[config.mk]
export PLATFORM = sky130hd
export DESIGN_NAME = multicycle_control_unit
export DESIGN_NICKNAME = d
export VERILOG_FILES = /design/src/rtl/mc_ctrl_pkg.sv /design/src/rtl/mc_ctrl_outdec.sv /design/src/rtl/multicycle_control_unit.sv
export SDC_FILE = /design/constraint.sdc
export NUM_CORES = 1
export LEC_CHECK = 0
export BUFFER_PORTS_ARGS = -buffer_cell sky130_fd_sc_hd__buf_2
export CAP_MARGIN = 0
export CORE_UTILIZATION = 51
export DETAILED_ROUTE_END_ITERATION = 12
export PLACE_DENSITY = 0.82
export SYNTH_ARGS = -nofsm -noshare
export SYNTH_HDL_FRONTEND = slang
export SYNTH_SLANG_ARGS = --single-unit
[constraint.sdc]
create_clock -name clk -period 3.6 [get_ports clk]
set_input_delay 0.9 -clock clk [delete_from_list [all_inputs] [get_ports clk]]
set_output_delay 0.9 -clock clk [all_outputs]
set_load 0.03 [all_outputs]
[src/rtl/mc_ctrl_pkg.sv]
// Shared definitions for the multi-cycle MIPS control unit: FSM state encoding,
// opcode constants, datapath mux codes and the packed control word that the
// output decoder produces.
package mc_ctrl_pkg;

    typedef enum logic [3:0] {
        StIdle    = 4'd0,
        StFetch   = 4'd1,
        StDecode  = 4'd2,
        StMemAddr = 4'd3,
        StMemRd   = 4'd4,
        StMemWb   = 4'd5,
        StMemWr   = 4'd6,
        StRExe    = 4'd7,
        StRWb     = 4'd8,
        StBranch  = 4'd9,
        StJump    = 4'd10,
        StIExe    = 4'd11,
        StIWb     = 4'd12,
        StTrap    = 4'd13
    } state_e;

    localparam logic [5:0] OP_RTYPE = 6'b000000;
    localparam logic [5:0] OP_LW    = 6'b100011;
    localparam logic [5:0] OP_SW    = 6'b101011;
    localparam logic [5:0] OP_BEQ   = 6'b000100;
    localparam logic [5:0] OP_J     = 6'b000010;
    localparam logic [5:0] OP_ADDI  = 6'b001000;
    localparam logic [5:0] OP_ORI   = 6'b001101;

    localparam logic [1:0] ALUOP_ADD   = 2'b00;
    localparam logic [1:0] ALUOP_SUB   = 2'b01;
    localparam logic [1:0] ALUOP_FUNCT = 2'b10;
    localparam logic [1:0] ALUOP_OR    = 2'b11;

    localparam logic [1:0] SRCB_REG    = 2'b00;
    localparam logic [1:0] SRCB_FOUR   = 2'b01;
    localparam logic [1:0] SRCB_IMM    = 2'b10;
    localparam logic [1:0] SRCB_IMM_SH = 2'b11;

    localparam logic [1:0] PCSRC_ALU    = 2'b00;
    localparam logic [1:0] PCSRC_ALUOUT = 2'b01;
    localparam logic [1:0] PCSRC_JUMP   = 2'b10;

    typedef struct packed {
        logic       pc_write;
        logic       pc_write_cond;
        logic       i_or_d;
        logic       mem_read;
        logic       mem_write;
        logic       ir_write;
        logic       mem_to_reg;
        logic       reg_dst;
        logic       reg_write;
        logic       alu_src_a;
        logic [1:0] alu_src_b;
        logic [1:0] alu_op;
        logic [1:0] pc_source;
        logic       trap;
    } ctrl_t;

    // State entered after DECODE for a given opcode; anything unrecognised traps.
    function automatic state_e decode_target(input logic [5:0] op);
        case (op)
            OP_RTYPE:        return StRExe;
            OP_LW, OP_SW:    return StMemAddr;
            OP_BEQ:          return StBranch;
            OP_J:            return StJump;
            OP_ADDI, OP_ORI: return StIExe;
            default:         return StTrap;
        endcase
    endfunction

endpackage

[src/rtl/mc_ctrl_outdec.sv]
// Combinational state -> control-word decoder.
// Ports:
//   state     : current FSM state
//   op        : opcode captured in DECODE (selects addi/ori ALUOp)
//   mem_ready : memory handshake; gates IRWrite/PCWrite in FETCH only
//   ctrl      : full datapath control word
module mc_ctrl_outdec
    import mc_ctrl_pkg::*;
#(
    parameter bit MEM_HANDSHAKE = 1'b1
) (
    input  state_e     state,
    input  logic [5:0] op,
    input  logic       mem_ready,
    output ctrl_t      ctrl
);

    logic fetch_done;

    // Without the handshake every fetch completes in one cycle.
    assign fetch_done = mem_ready || !MEM_HANDSHAKE;

    always_comb begin
        ctrl = '0;
        case (state)
            StFetch: begin
                ctrl.mem_read  = 1'b1;
                ctrl.alu_src_b = SRCB_FOUR;
                ctrl.alu_op    = ALUOP_ADD;
                ctrl.pc_source = PCSRC_ALU;
                // Load IR and PC+4 only in the cycle the fetch data is present.
                ctrl.ir_write  = fetch_done;
                ctrl.pc_write  = fetch_done;
            end
            StDecode: begin
                ctrl.alu_src_b = SRCB_IMM_SH;
                ctrl.alu_op    = ALUOP_ADD;
            end
            StMemAddr: begin
                ctrl.alu_src_a = 1'b1;
                ctrl.alu_src_b = SRCB_IMM;
                ctrl.alu_op    = ALUOP_ADD;
            end
            StMemRd: begin
                ctrl.mem_read = 1'b1;
                ctrl.i_or_d   = 1'b1;
            end
            StMemWb: begin
                ctrl.reg_write  = 1'b1;
                ctrl.mem_to_reg = 1'b1;
            end
            StMemWr: begin
                ctrl.mem_write = 1'b1;
                ctrl.i_or_d    = 1'b1;
            end
            StRExe: begin
                ctrl.alu_src_a = 1'b1;
                ctrl.alu_src_b = SRCB_REG;
                ctrl.alu_op    = ALUOP_FUNCT;
            end
            StRWb: begin
                ctrl.reg_write = 1'b1;
                ctrl.reg_dst   = 1'b1;
            end
            StIExe: begin
                ctrl.alu_src_a = 1'b1;
                ctrl.alu_src_b = SRCB_IMM;
                ctrl.alu_op    = (op == OP_ORI) ? ALUOP_OR : ALUOP_ADD;
            end
            StIWb: begin
                ctrl.reg_write = 1'b1;
            end
            StBranch: begin
                ctrl.alu_src_a     = 1'b1;
                ctrl.alu_src_b     = SRCB_REG;
                ctrl.alu_op        = ALUOP_SUB;
                ctrl.pc_write_cond = 1'b1;
                ctrl.pc_source     = PCSRC_ALUOUT;
            end
            StJump: begin
                ctrl.pc_write  = 1'b1;
                ctrl.pc_source = PCSRC_JUMP;
            end
            StTrap: begin
                ctrl.trap = 1'b1;
            end
            default: ctrl = '0;
        endcase
    end

endmodule

[src/rtl/multicycle_control_unit.sv]
// Moore-FSM control unit for the multi-cycle MIPS datapath. Sequences
// FETCH/DECODE/EXECUTE/MEM/WB, stalls memory states on mem_ready, and traps
// (sticky until reset) on illegal opcodes.
// Ports:
//   clk, rst_n          : clock, asynchronous active-low reset
//   opcode              : IR[31:26], sampled in DECODE
//   zero                : ALU zero flag (branch gating lives in the datapath)
//   mem_ready           : memory completes the current access this cycle
//   PCWrite..PCSource   : datapath enables and mux selects
//   state               : current state encoding
//   trap                : illegal-opcode flag
module multicycle_control_unit
    import mc_ctrl_pkg::*;
#(
    parameter int unsigned OPCODE_W      = 6,
    parameter int unsigned ALUOP_W       = 2,
    parameter bit          MEM_HANDSHAKE = 1'b1
) (
    input  logic                clk,
    input  logic                rst_n,
    input  logic [OPCODE_W-1:0] opcode,
    input  logic                zero,
    input  logic                mem_ready,
    output logic                PCWrite,
    output logic                PCWriteCond,
    output logic                IorD,
    output logic                MemRead,
    output logic                MemWrite,
    output logic                IRWrite,
    output logic                MemtoReg,
    output logic                RegDst,
    output logic                RegWrite,
    output logic                ALUSrcA,
    output logic [1:0]          ALUSrcB,
    output logic [ALUOP_W-1:0]  ALUOp,
    output logic [1:0]          PCSource,
    output logic [3:0]          state,
    output logic                trap
);

    state_e              state_q;
    logic [OPCODE_W-1:0] op_q;
    logic                mem_go;
    ctrl_t               ctrl;
    logic                unused_zero;

    assign unused_zero = zero;
    assign mem_go      = mem_ready || !MEM_HANDSHAKE;

    // Single-process FSM; the opcode is latched in DECODE so later states see
    // a stable value even if the IR field moves.
    always_ff @(posedge clk or negedge rst_n) begin
        if (!rst_n) begin
            state_q <= StIdle;
            op_q    <= '0;
        end else begin
            case (state_q)
                StIdle:    state_q <= StFetch;
                StFetch:   if (mem_go) state_q <= StDecode;
                StDecode: begin
                    op_q    <= opcode;
                    state_q <= decode_target(opcode);
                end
                StMemAddr: state_q <= (op_q == OP_SW) ? StMemWr : StMemRd;
                StMemRd:   if (mem_go) state_q <= StMemWb;
                StMemWb:   state_q <= StFetch;
                StMemWr:   if (mem_go) state_q <= StFetch;
                StRExe:    state_q <= StRWb;
                StRWb:     state_q <= StFetch;
                StIExe:    state_q <= StIWb;
                StIWb:     state_q <= StFetch;
                StBranch:  state_q <= StFetch;
                StJump:    state_q <= StFetch;
                StTrap:    state_q <= StTrap;
                default:   state_q <= StIdle;
            endcase
        end
    end

    mc_ctrl_outdec #(
        .MEM_HANDSHAKE(MEM_HANDSHAKE)
    ) u_outdec (
        .state    (state_q),
        .op       (op_q),
        .mem_ready(mem_ready),
        .ctrl     (ctrl)
    );

    assign PCWrite     = ctrl.pc_write;
    assign PCWriteCond = ctrl.pc_write_cond;
    assign IorD        = ctrl.i_or_d;
    assign MemRead     = ctrl.mem_read;
    assign MemWrite    = ctrl.mem_write;
    assign IRWrite     = ctrl.ir_write;
    assign MemtoReg    = ctrl.mem_to_reg;
    assign RegDst      = ctrl.reg_dst;
    assign RegWrite    = ctrl.reg_write;
    assign ALUSrcA     = ctrl.alu_src_a;
    assign ALUSrcB     = ctrl.alu_src_b;
    assign ALUOp       = ctrl.alu_op;
    assign PCSource    = ctrl.pc_source;
    assign trap        = ctrl.trap;
    assign state       = state_q;

endmodule

* After elaboration in Yosys (flattened, before gate mapping)
Cells that the tools add are included.
Storage, ports and cells: flip-flop bits (word level) 10, output and inout port bits 21, logic and storage cells 56, input port bits 10
Cells by class: equality and inequality tests 24, reduce and logical (&&, ||, !) cells 10, mux-type cells 20
Operator list (count):
- $pmux 4 s9 | 1
- $eq 4x4->1 const B | 6
- $pmux 4 s6 | 1
- $pmux 4 s5 | 1
- $eq 6x4->1 const B | 3
- $eq 6x6->1 const B | 3
- $eq 4x3->1 const B | 4
- $mux 4 | 3
- $mux 1 | 10
- $eq 4x2->1 const B | 2
- $reduce_or 2->1 | 4
- $eq 6x2->1 const B | 1
- $eq 6x3->1 const B | 1
- $logic_not 6->1 | 1
- $ne 2x2->1 const B | 3
- $reduce_or 6->1 | 1
- $eq 4x1->1 const B | 1
- $logic_not 4->1 | 1
- $mux 2 | 2
- $pmux 2 s2 | 1
- $reduce_or 4->1 | 1
- $reduce_and 3->1 | 1
- $reduce_or 3->1 | 1
- $pmux 1 s2 | 1

* Longest topological paths before layout
word-level depth 4, mapped depth 5, gate-level depth less buffers 4

* Hierarchy
From an unflattened synthesis, not the netlist that was laid out.
Second synthesis, totals: cells, all modules 118, area total of the unflattened synthesis 1006.0 um^2
Modules (own cells, without submodules):
- multicycle_control_unit | cells each 83, instances 1, sequential area each 250.2 um^2, area an instance 769.5 um^2
- mc_ctrl_outdec | cells each 35, instances 1, sequential area each 0.0 um^2, area an instance 236.5 um^2

* Worst setup path before layout
Ideal clock, no wire load.
path kind register to output, start point register state_q[3] (netlist: state[3]), end point output PCSource[0], cell stages (with the launch flop) 5, required time 2.700 ns, path slack 0.961 ns, buffers on the path 2, arrival time 1.739 ns, cell sequence dfrtp_1 -> clkbuf_1 -> nand2_1 -> nor2_1 -> buf_4
Between the ends: word-level cells in the longest chain between the ends 2, elaborated cells on any way between the ends 3, those cells by class 2 x eq/ne; 1 x mux
Ends and longest elaborated chain:
- start: declaration | line multicycle_control_unit.sv:41 | state_e state_q;
- start signal: assignment | line multicycle_control_unit.sv:54 | state_q <= StIdle;
- start signal: assignment | line multicycle_control_unit.sv:58 | StIdle: state_q <= StFetch;
- start signal: assignment | line multicycle_control_unit.sv:59 | StFetch: if (mem_go) state_q <= StDecode;
- $eq 4x4->1 | line mc_ctrl_outdec.sv:25 | case (state)
- $pmux 2 s2 * | line mc_ctrl_outdec.sv:25
- end: declaration | line multicycle_control_unit.sv:36 | output logic [1:0] PCSource,
Mark *: on every way between the ends. The rest lies on a longest branch, timed or not.

* Final worst setup path
start point register state_q[0] (netlist: state[0]), end point output ALUSrcB[1]
Between the ends: word-level cells in the longest chain between the ends 2, elaborated cells on any way between the ends 7, those cells by class 6 x eq/ne; 1 x mux
Ends and longest elaborated chain:
- $eq 4x4->1 (tied with other cells) | line mc_ctrl_outdec.sv:25
- $pmux 4 s6 * | line mc_ctrl_outdec.sv:25
- end: declaration | line multicycle_control_unit.sv:34 | output logic [1:0] ALUSrcB,
Marks and branches as above.

==> flow_summary.yaml <==
outcome:
  result_of_the_run: "finished clean"
flow_run:
  max_cap_viols: 0
sta:
  setup_violations: 0
  setup_tns_ns: 0
  clock.fmax_mhz: 356.9
  hold_viol_final: 0
  period_share: 0.7783
  worst_slack_ns: 0.7983
  grt_setup_unrepaired: "no"
  worst_clock_skew_ns: 0.002488
  timing.slew.headroom: 0.6888
  period_minus_slack_ns: 2.802
  max_slew.worst_pin.slew_ns: 0.4668
  slew_violations: 0
logic_synthesis:
  ys_ff_latch: 10
  synthesis.instances: 103
  synth_fp_nets: 113
  async_flop_share: 1.000
  synth_area_um2: 828.3
  avgSynthCellArea_um2: 8.042
  netlist-cell-type-count: 34
  synth_ff_type: "sky130_fd_sc_hd__dfrtp_1"
  yosys_warnings: 0
  synthTopCellsByArea: "sky130_fd_sc_hd__dfrtp_1 (30%), sky130_fd_sc_hd__mux2_2 (9.5%), sky130_fd_sc_hd__nor2_1 (6.3%)"
  synth.cells.most_frequent: "sky130_fd_sc_hd__nor2_1 (14), sky130_fd_sc_hd__nand2_1 (11), sky130_fd_sc_hd__dfrtp_1 (10), sky130_fd_sc_hd__mux2_2 (7), sky130_fd_sc_hd__nand2b_1 (6)"
  most_repeated_cell_in_the_gate_level_netlist_after_synthesis: "sky130_fd_sc_hd__nor2_1"
  post-synth-top-area-fraction: 0.3021
  synth_seq_area_share: 0.3021
  synth_edf_count: 0
  synth.largest_area_cell: "sky130_fd_sc_hd__dfrtp_1"
setup_path:
  worstPathCellList: "nand2b_1, nand2b_1, o21ai_0, buf_2"
  cpPeakStageDelay_ns: 0.62
  regToRegSetupSlack_ns: 1.79
  timing_worst_setup_path_type: "flop to output port"
  endpoint_kind: "output port"
  timing.critical_path.from_type: "flop"
  path_common_cell: "sky130_fd_sc_hd__nand2b_1"
  crit_required_ns: 2.70
  path_max_fanout: 15
  slowest_stage: "sky130_fd_sc_hd__dfrtp_1"
  timing.critical_path.arrival_ns: 1.90
routing:
  wire_length_reported_by_the_detailed_router_um: 1779
  drt_iter0_drc: 22
  detail_route.drc_violations: 0
  drt_pre_antenna_iters: 4
  detail_route.vias_per_cell: 5.813
  antenna_violation_net_count_after_detailed_routing: 0
  post_drt_wl_per_cell_um: 12.35
  vias: 837
cts:
  clk_root_buffer_cell: "sky130_fd_sc_hd__clkbuf_4"
  cts_tree: "yes"
  cts_sinks: 10
  insertion_delay_ns: 0.26
  cts_made_buffers: 3
  clk_pin_slew_worst_paths_ns: 0.06
  cts-hold-fix-buffers: 0
  cts.htree.levels: 1
  cts_setup_buffers: 0
  cts-root-to-sink-buffers: 2
  post_cts_resize_count: 0
cells_and_area:
  filler_cell_count: 126
  antenna_cells: 0
  final_net_count: 139
  multi_input_area_um2: 524.3
  layout.area.seq_um2: 250.2
  syn2layout_area_growth_pct: 19.18
  drive_above_1_share: 0.3359
  final_cell_area_um2: 987.2
place:
  post-dp-hpwl_um: 1309
  place.port_buffers: 29
  detailedPlace.worstSlack_ns: 1.105
  dpl_cell_area_um2: 950.9
  place.gp.congestion: 0.8877
power:
  p_leak_nw: 0.4512
  cellPowerDensity_mw_per_mm2: 920.2
  irDropWorstVdd_mv: 0.4550
global_route:
  gr-usage-all-layers: 0.2173
  grt_pass1_wl_um: 3015
  grt-ovfl-total: 0
  vias_in_the_first_global_route: 690
  grt_max_degree: 17
  grt_antenna_before_repair: 0
  grt.met1_usage: 0.2901
  use_met2: 0.3446
  busiest_layer: "met2"
  met3_usage: 0.01293
floorplanning:
  floorplan.initialDensity: 0.5498
  row_count: 14
  chipWidth_um: 42.30
  design.core.area_mm2: 0.001506
  dieHeight_um: 42.30
  fp.dieArea_mm2: 0.001789
  io_pins: 31
min_path:
  timing.hold.worst.class: "input port to asynchronous set/reset pin"
-- cell type report --
type / instances / share of cell area
Multi-Input combinational cell: 82 / 0.5311
Sequential cell: 10 / 0.2535
Timing Repair Buffer: 29 / 0.1470
Clock buffer: 4 / 0.03676
Tap cell: 16 / 0.02028
Inverter: 3 / 0.01141
-- layout by cell type, fill, tap and decap left out, drive strengths merged, types with 3 or more instances in the layout --
| cell | synthesis | layout |
|---|---|---|
| inv | 3 | 3 |
| buf | 5 | 29 |
| nor2 | 14 | 14 |
| nor3 | 5 | 5 |
| mux2 | 7 | 7 |
| dfrtp | 10 | 10 |
| o21ai | 5 | 5 |
| nand2b | 6 | 6 |
| a21oi | 4 | 4 |
| o22ai | 3 | 3 |
| nand3b | 3 | 3 |
| nand2 | 11 | 11 |
| clkbuf | 3 | 4 |
-- worst max-delay path: cells and delay by family, from the launching register on --
family          cells  cell delay, ns
simple gates        2            0.68
flops               1            0.62
buf+inv             1            0.20
compound gates      1            0.15
-- flip-flops by register name, summed over array words and instances, names as in the netlist --
name and count:
state 4, op_q 6
-- layer usage --
metal,vias up,part of all wire,wire [µm]
li1,424,-,-
met1,373,0.46,824
met2,36,0.46,825
met3,4,0.058,104
met4,0,0.014,25
met5,-,0,0
-- through the flow --
stage / hold slack (ns) / cells / utilization / total power (W)
2_1_floorplan: 0.4697 / 103 / - / 0.0006865
3_3_place_gp: 0.4841 / 140 / 0.6312 / 0.0008051
3_5_place_dp: 0.4910 / 140 / 0.6312 / 0.0008148
4_1_cts: 0.4720 / 144 / 0.6553 / 0.0009163
5_1_grt: 0.4900 / 144 / 0.6553 / 0.0009858
6_report: 0.4801 / 144 / 0.6553 / 0.0009084
-- report_power, final --
part / switching, W / internal (W) / total (W) / leakage [nW]
registers: 0.0000914 / 0.000167 / 0.000258 / 0.121
logic: 0.000354 / 0.000199 / 0.000553 / 0.309
clock network: 0.0000357 / 0.0000613 / 0.0000970 / 0.0210
total: 0.000481 / 0.000427 / 0.000908 / 0.451
-- logic make-up (layout without fill, tap and decap cells) --
| kind of cell | after synthesis | in the layout | synth area share |
|---|---|---|---|
| AO/OA/AOI/OAI | 23 | 23 | 0.1994 |
| AND/OR/NAND/NOR | 49 | 49 | 0.3067 |
| flip-flops | 10 | 10 | 0.3021 |
| buffers and inverters | 11 | 36 | 0.06495 |
| XOR/XNOR | 3 | 3 | 0.03173 |
| multiplexers | 7 | 7 | 0.09517 |
-- final timing paths --
path / start / to / depth (start not counted)
worst max-delay path: state[0]$_DFFE_PN0P_ / ALUSrcB[1] / 4
worst min-delay path: rst_n / op_q[0]$_DFFE_PN0P_ / 1
worst max register to register: state[1]$_DFFE_PN0P_ / state[2]$_DFFE_PN0P_ / 4
worst min register to register: op_q[4]$_DFFE_PN0P_ / op_q[4]$_DFFE_PN0P_ / 1
max in group asynchronous: rst_n / state[3]$_DFFE_PN0P_ / 1
min in group clk: op_q[4]$_DFFE_PN0P_ / op_q[4]$_DFFE_PN0P_ / 1
Note: power is estimated with default switching activity, not from simulation.
